## src/rtl/router_ctrl_fsm.sv

```systemverilog
// router_ctrl_fsm: packet router control FSM steering source bytes into one of three output FIFOs.
// Optional feature: define ROUTER_CTRL_SOFT_RESET_EN to add the per-channel soft-reset read timeout.
module router_ctrl_fsm (
    input  logic       clock,
    input  logic       resetn,
    input  logic       pkt_valid,
    input  logic [7:0] data_in,
    input  logic [2:0] fifo_full,
    input  logic [2:0] fifo_empty,
    input  logic [2:0] read_enb,
    output logic [2:0] write_enb,
    output logic       busy,
    output logic       detect_add,
    output logic       lfd_state,
    output logic       ld_state,
    output logic       laf_state,
    output logic       full_state,
    output logic       rst_int_reg,
    output logic [2:0] vld_out,
    output logic [2:0] soft_reset
);
    typedef enum logic [2:0] {
        DECODE_ADDRESS,
        WAIT_TILL_EMPTY,
        LOAD_FIRST_DATA,
        LOAD_DATA,
        FIFO_FULL_STATE,
        LOAD_AFTER_FULL,
        LOAD_PARITY,
        CHECK_PARITY_ERROR
    } state_t;

    state_t     r_state;
    logic [1:0] r_addr;
    logic [1:0] w_hdr;
    logic [3:0] w_full_x;
    logic [3:0] w_empty_x;
    logic [3:0] w_sr_x;
    logic       w_full;
    logic       w_empty;
    logic       w_hdr_empty;
    logic       w_sr;
    logic       w_wr;
    logic       w_unused;

    // padding FIFO status to 4 bits lets a 2-bit address index it without range issues
    assign w_hdr       = data_in[1:0];
    assign w_full_x    = {1'b0, fifo_full};
    assign w_empty_x   = {1'b0, fifo_empty};
    assign w_sr_x      = {1'b0, soft_reset};
    assign w_full      = w_full_x[r_addr];
    assign w_empty     = w_empty_x[r_addr];
    assign w_hdr_empty = w_empty_x[w_hdr];
    assign vld_out     = ~fifo_empty;
    assign w_unused    = ^{data_in[7:2], read_enb};

`ifdef ROUTER_CTRL_SOFT_RESET_EN
    logic [4:0] r_cnt [3];
    logic [2:0] r_soft_reset;

    // per-channel timeout: a valid FIFO left unread for 30 cycles gets a one-cycle soft reset
    always_ff @(posedge clock or negedge resetn) begin
        if (!resetn) begin
            for (int i = 0; i < 3; i++) r_cnt[i] <= 5'd0;
            r_soft_reset <= 3'b000;
        end else begin
            for (int i = 0; i < 3; i++) begin
                if (vld_out[i] && !read_enb[i]) begin
                    r_cnt[i]        <= (r_cnt[i] == 5'd29) ? 5'd0 : r_cnt[i] + 5'd1;
                    r_soft_reset[i] <= (r_cnt[i] == 5'd29);
                end else begin
                    r_cnt[i]        <= 5'd0;
                    r_soft_reset[i] <= 1'b0;
                end
            end
        end
    end

    assign soft_reset = r_soft_reset;
    assign w_sr       = w_sr_x[r_addr] && (r_state != DECODE_ADDRESS);
`else
    assign soft_reset = 3'b000;
    assign w_sr       = w_sr_x[r_addr] & 1'b0;
`endif

    // state register and latched destination address
    always_ff @(posedge clock or negedge resetn) begin
        if (!resetn) begin
            r_state <= DECODE_ADDRESS;
            r_addr  <= 2'd0;
        end else if (w_sr) begin
            r_state <= DECODE_ADDRESS;
        end else begin
            case (r_state)
                DECODE_ADDRESS: begin
                    if (pkt_valid && w_hdr != 2'd3) begin
                        r_addr  <= w_hdr;
                        r_state <= w_hdr_empty ? LOAD_FIRST_DATA : WAIT_TILL_EMPTY;
                    end
                end
                WAIT_TILL_EMPTY:    r_state <= w_empty ? LOAD_FIRST_DATA : WAIT_TILL_EMPTY;
                LOAD_FIRST_DATA:    r_state <= LOAD_DATA;
                LOAD_DATA:          r_state <= w_full ? FIFO_FULL_STATE : (!pkt_valid ? LOAD_PARITY : LOAD_DATA);
                FIFO_FULL_STATE:    r_state <= w_full ? FIFO_FULL_STATE : LOAD_AFTER_FULL;
                LOAD_AFTER_FULL:    r_state <= pkt_valid ? LOAD_DATA : LOAD_PARITY;
                LOAD_PARITY:        r_state <= w_full ? LOAD_PARITY : CHECK_PARITY_ERROR;
                CHECK_PARITY_ERROR: r_state <= DECODE_ADDRESS;
                default:            r_state <= DECODE_ADDRESS;
            endcase
        end
    end

    // flags, busy and the one-hot write strobe decoded from the registered state
    always_comb begin
        detect_add  = (r_state == DECODE_ADDRESS);
        lfd_state   = (r_state == LOAD_FIRST_DATA);
        ld_state    = (r_state == LOAD_DATA);
        laf_state   = (r_state == LOAD_AFTER_FULL);
        full_state  = (r_state == FIFO_FULL_STATE);
        rst_int_reg = (r_state == CHECK_PARITY_ERROR);
        busy        = !(detect_add || ld_state);
        w_wr        = (lfd_state || laf_state || ((ld_state || r_state == LOAD_PARITY) && !w_full)) && !w_sr;
        write_enb   = w_wr ? (3'b001 << r_addr) : 3'b000;
    end
endmodule
```

## config.mk

```make
export PLATFORM = sky130hd
export DESIGN_NAME = router_ctrl_fsm
export DESIGN_NICKNAME = d
export VERILOG_FILES = /design/src/rtl/router_ctrl_fsm.sv
export SDC_FILE = /design/constraint.sdc
export NUM_CORES = 1
export LEC_CHECK = 0
export ABC_CLOCK_PERIOD_IN_PS = 1500
export CORE_UTILIZATION = 36
export CTS_BUF_LIST = sky130_fd_sc_hd__clkbuf_2 sky130_fd_sc_hd__clkbuf_4 sky130_fd_sc_hd__clkbuf_8
export DETAILED_ROUTE_END_ITERATION = 10
export PLACE_DENSITY = 0.8
export SLEW_MARGIN = 40
export SYNTH_ARGS = -nofsm -noshare
export SYNTH_HDL_FRONTEND = slang
export SYNTH_SLANG_ARGS = --single-unit
export TNS_END_PERCENT = 10
```

## constraint.sdc

```tcl
create_clock -name clock -period 1.5 [get_ports clock]
set_input_delay 0.3 -clock clock [delete_from_list [all_inputs] [get_ports clock]]
set_output_delay 0.3 -clock clock [all_outputs]
set_load 0.03 [all_outputs]
```

==> results of run 1 <==
[metal layers]
layer | GRT usage, % | part of all wire (%) | vias to the layer above
li1 | - | - | 297
met1 | 22.3 | 39 | 293
met2 | 35.9 | 53 | 27
met3 | 8.70 | 6.6 | 2
met4 | 3.33 | 1.6 | 0
met5 | 0 | 0 | -
[metrics by stage]
stage                     total power (uW)  setup slack [ps]  std cells  util (%)  area [um^2]
final                                 2170              -421        116      69.3          936
after global routing                  2310              -482        116      69.3          936
after detailed placement              1780              -653        110      62.1          838
after floorplan                       1310              -198         66         -          587
after global placement                1740              -619        110      62.1          838
after CTS                             2140              -428        116      68.6          926
[how the worst max path moves through the flow]
stage,from,to,slack [ps],depth (start not counted)
2_1_floorplan,r_state[2],write_enb[0],-200,5
3_3_place_gp,fifo_full[1],write_enb[1],-620,5
3_5_place_dp,fifo_full[1],write_enb[1],-650,5
4_1_cts,r_state[1],write_enb[2],-430,6
5_1_grt,r_state[1],write_enb[2],-480,6
6_report,r_state[0],write_enb[2],-420,6
[logic make-up after synthesis]
family          share of synthesized area [%]
compound gates                           22.4
buf+inv                                  16.0
flops                                    22.9
mux                                      10.3
other cells                             0.686
simple gates                             27.7
[final cells by class]
type / count / share of cell area, %
clock buffers: 4 / 3.21
flip-flops and latches: 5 / 13.5
repair buffers: 39 / 37.6
inverters: 4 / 1.60
well taps: 15 / 2.01
multi-input cells: 49 / 42.1
[registers in the layout (all words and copies together), names as in the netlist]
name     count
r_addr       2
r_state      3
[synth_stat cells, types with 2 or more instances]
cell      count  area share, %
nor2_1        5            3.4
dfrtp_1       5             23
o21ai_1       2            1.8
inv_1         4            2.7
o211ai_1      4            5.5
nand3b_1      2            2.7
nand2_1       3            2.1
mux2_1        2            4.1
nor3_1        2            1.8
o211a_1       2            3.7
o21ai_0       2            1.8
buf_4         3            4.1
nor3b_1       2            2.7
a21oi_1       2            1.8
buf_6         4            8.2
mux2i_1       2            3.7
[repair_timing]
item	4_1_cts	5_1_grt
endpoints found under the setup margin	8	11
buffers inserted	2	0
pin swaps	1	0
hold endpoints to repair	0	0
gates resized for setup	13	3
[power groups by stage]
stage	clock [uW]	sequential, uW	combinational (uW)
5_1_grt	195	293	1820
4_1_cts	184	281	1670
3_3_place_gp	0	282	1460
2_1_floorplan	0	259	1050
6_report	177	288	1700
3_5_place_dp	0	285	1500
==> out/metrics.cfg, run 1 <==
[setup_path]
crit_fanout = 13
slowest_delay_ps = 390
rrSetupSlack_ps = 80
critPathKind = reg -> out
crit_path_cell_trace = buf_4 -> nor2b_1 -> o221ai_2 -> nor3b_4 -> nor3_4 -> buf_6
endpoint_kind = output pin
r2r_cells = 4
cp.arrival_ps = 1620
rr_startpoint = r_state[0]
worst_setup_path_start_kind = flip-flop
worstPathRequired_ps = 1200
reg2reg_to = r_addr[0]
crit_slowest_cell = dfrtp_1
crit_buf_inv = 2
critPathTopFamily = simple AND/OR/NAND/NOR gates

[layout]
multi_input_area_um2 = 394
final_cell_mix = 20 x buf_4, 10 x clkdlybuf4s50_1, 8 x buf_6
diodes = 0
register_area_um2 = 126
drive_gt1_share_pct = 44.6
fill_cells = 106
nets = 122
syn_to_final_growth_pct = 71.2
final_common_cell = buf_4

[power_and_ir_drop]
power_frac_clock_pct = 8.2
peakVddDrop_mv = 1.03
p_leak_uw = 0.000453
switching_share_pct = 46.8
power_density_nw_per_um2 = 2310
internal_power_uw = 1150
comb_power_share_pct = 78.5
p_sw_uw = 1010
power.share.sequential_pct = 13.3

[placed_design]
dp.final_hpwl_mm = 1.22
place_congestion = 0.723
portBuffers = 23

[sta]
holdWs_ps = 279
layout_setup_ws_ps = -421
fin_crit_ps = 1920
fin_crit_sh_pct = 128
finalMaxSlewViolations = 0
hold_violations = 0
finalSetupTns_ps = -2140
rsz0062_at_grt = yes
setup_viol_count_final = 9
clock.fmax_ghz = 0.520
fin_worst_skew_ps = 1.09

[clocking]
cts-root-buf = clkbuf_4
cts_tree = built
cts_max_level = 1
clk_latency_ps = 240
hold_buffers = 0
ctsLongestPathBuffers = 2
numCtsBuffers = 3
cts.sinks = 5
clkTransAtPathRegs_ps = 50

[die]
dieHeight_um = 41.0
die_w_um = 41.0
num_rows = 13
start_util_pct = 40.5
core_area_um2 = 1350
num_io_pins = 36
die-area_um2 = 1680

[yosys]
avgSynthCellArea_um2 = 8.54
yosysWarnings = 0
ys.flop_type = dfrtp_1
ys_seq_area_share_pct = 22.9
syn_inst = 64
ys_types = 34
synth_edf_count = 0
postSynth.asyncResetShare_pct = 100
synth_area_um2 = 547
synth-seq-cells = 5

[grt]
grt_pass1_vias = 546
grt-ovfl-total = 0
grt_max_degree = 14
grt_usage_pct = 20.2
antenna_found_initial = 0
grt_pass1_wl_mm = 2.18

[flow_run]
maxCapViolations = 0

[run_status]
failed_checks = setup timing
status = complete, but fails checks

[worst_hold_path]
hold_path_class = in -> async

[route]
drc = 0
routed_wl_mm = 1.51
ant_nets = 0
avgRoutedWirePerCell_um = 13.0
vias = 619
drtIter0Drc = 12
drt-pass1-iter-count = 4
via_per_inst = 5.34

Note: power is estimated with default switching activity, not from simulation.
==> run 2: changes to the inputs <==
--- a/config.mk
+++ b/config.mk
@@ -9,9 +9,8 @@
 export CORE_UTILIZATION = 36
 export CTS_BUF_LIST = sky130_fd_sc_hd__clkbuf_2 sky130_fd_sc_hd__clkbuf_4 sky130_fd_sc_hd__clkbuf_8
 export DETAILED_ROUTE_END_ITERATION = 10
-export PLACE_DENSITY = 0.8
+export PLACE_DENSITY = 0.87
 export SLEW_MARGIN = 40
 export SYNTH_ARGS = -nofsm -noshare
 export SYNTH_HDL_FRONTEND = slang
 export SYNTH_SLANG_ARGS = --single-unit
-export TNS_END_PERCENT = 10
==> out/metrics.cfg, run 2 (synthesis gave the netlist of run 1 again) <==
[run_status]
status = complete, but fails checks
failed_checks = setup timing

[sta]
fin_worst_skew_ps = 7.28
fin_crit_sh_pct = 131
rsz0062_at_grt = yes
fin_crit_ps = 1960
layout_setup_ws_ps = -461
setup_viol_count_final = 14
finalMaxSlewViolations = 0
clock.fmax_ghz = 0.510
hold_violations = 0

[setup_path]
cp.arrival_ps = 1660
critPathKind = reg -> out
rr_startpoint = r_state[0]
rrSetupSlack_ps = -120
reg2reg_to = r_state[0]
worstPathRequired_ps = 1200
r2r_cells = 7
crit_fanout = 3
endpoint_kind = output pin
worst_setup_path_start_kind = flip-flop

[power_and_ir_drop]
finalPower_uw = 2840
peakVddDrop_mv = 1.64
power_density_nw_per_um2 = 2460
p_leak_uw = 0.000564

[clocking]
cts_tree = built
cts_max_level = 1
numCtsBuffers = 3
cts.sinks = 5
hold_buffers = 0
ctsLongestPathBuffers = 2
clkTransAtPathRegs_ps = 50
clk_latency_ps = 240
cts-root-buf = clkbuf_4

[placed_design]
place_congestion = 0.795
pre_cts_ws_ps = -646
portBuffers = 23
place_area_um2 = 851
dp.final_hpwl_mm = 1.18

[layout]
largest_reg_flops = 3
drive_gt1_share_pct = 58.0
reg.largest.list = r_state: 3 flops, r_addr: 2 flops
final_cell_mix = 21 x buf_6, 17 x buf_4, 8 x clkdlybuf4s50_1
utilization_pct = 85.4
diodes = 0
final_common_cell = buf_6
nets = 133
finalInstanceArea_um2 = 1150
top_register = r_state
syn_to_final_growth_pct = 111

[route]
drc = 0
drt-pass1-iter-count = 4
routed_wl_mm = 2.26
avgRoutedWirePerCell_um = 17.8
ant_nets = 0
vias = 713
via_per_inst = 5.61
drtIter0Drc = 16

[die]
core_area_um2 = 1350
die-area_um2 = 1680
die_w_um = 41.0
start_util_pct = 40.5
num_rows = 13
num_io_pins = 36
dieHeight_um = 41.0

[worst_hold_path]
hold_path_class = in -> async

[grt]
grt_max_degree = 14
grt_usage_pct = 22.6
antenna_found_initial = 0
grt-ovfl-total = 0
grt_pass1_vias = 534
grt_pass1_wl_mm = 2.42

[flow_run]
maxCapViolations = 0

==> run 2: final cells by class <==
class,count,area [um^2]
inverters,4,15.0
flip-flops and latches,5,128
clock buffers,4,30.0
fillers,70,196
repair buffers,50,514
well taps,15,18.8
multi-input cells,49,448
==> run 2: how the worst max path moves through the flow <==
stage                  from      endpoint  cells after the start
6_report         r_state[2]  write_enb[0]                      6
5_1_grt          r_state[2]  write_enb[2]                      6
4_1_cts          r_state[1]  write_enb[0]                      6
3_5_place_dp   fifo_full[1]  write_enb[1]                      5
3_3_place_gp   fifo_full[1]  write_enb[1]                      5
2_1_floorplan    r_state[2]  write_enb[0]                      5
==> run 2: through the flow <==
step	TNS (ps)	std cells	hold WS, ps
5_1_grt	-3070	127	293
3_3_place_gp	-1750	110	529
3_5_place_dp	-1990	110	550
2_1_floorplan	-836	66	4.41
6_report	-2540	127	277
4_1_cts	-1960	119	292
==> run 2: timing repair <==
action / 4_1_cts / 5_1_grt
gates resized for setup: 23 / 25
pin swaps: 3 / 8
setup buffers: 5 / 8
setup endpoints to repair: 7 / 13
gates cloned: 0 / 1
==> run 2: worst max-delay path: stages (launching register included) <==
cell	delay [ps]
dfrtp_1	400
buf_6	130
and2b_1	190
o221ai_2	160
nor3b_4	340
nor3_4	50
buf_6	140
==> run 2: report_power, final <==
group	internal [uW]	switching, uW
clock	119	59.5
sequential	211	102
combinational	1240	1100
total	1570	1260
==> run 2: per-layer routing <==
layer / GRT usage, % / part of all wire, % / wire length, um
met2: 39.8 / 53 / 1200
met1: 26.9 / 38 / 869
met4: 8.33 / 2.3 / 51
met5: 0 / 0 / 0
met3: 3.80 / 6.0 / 135
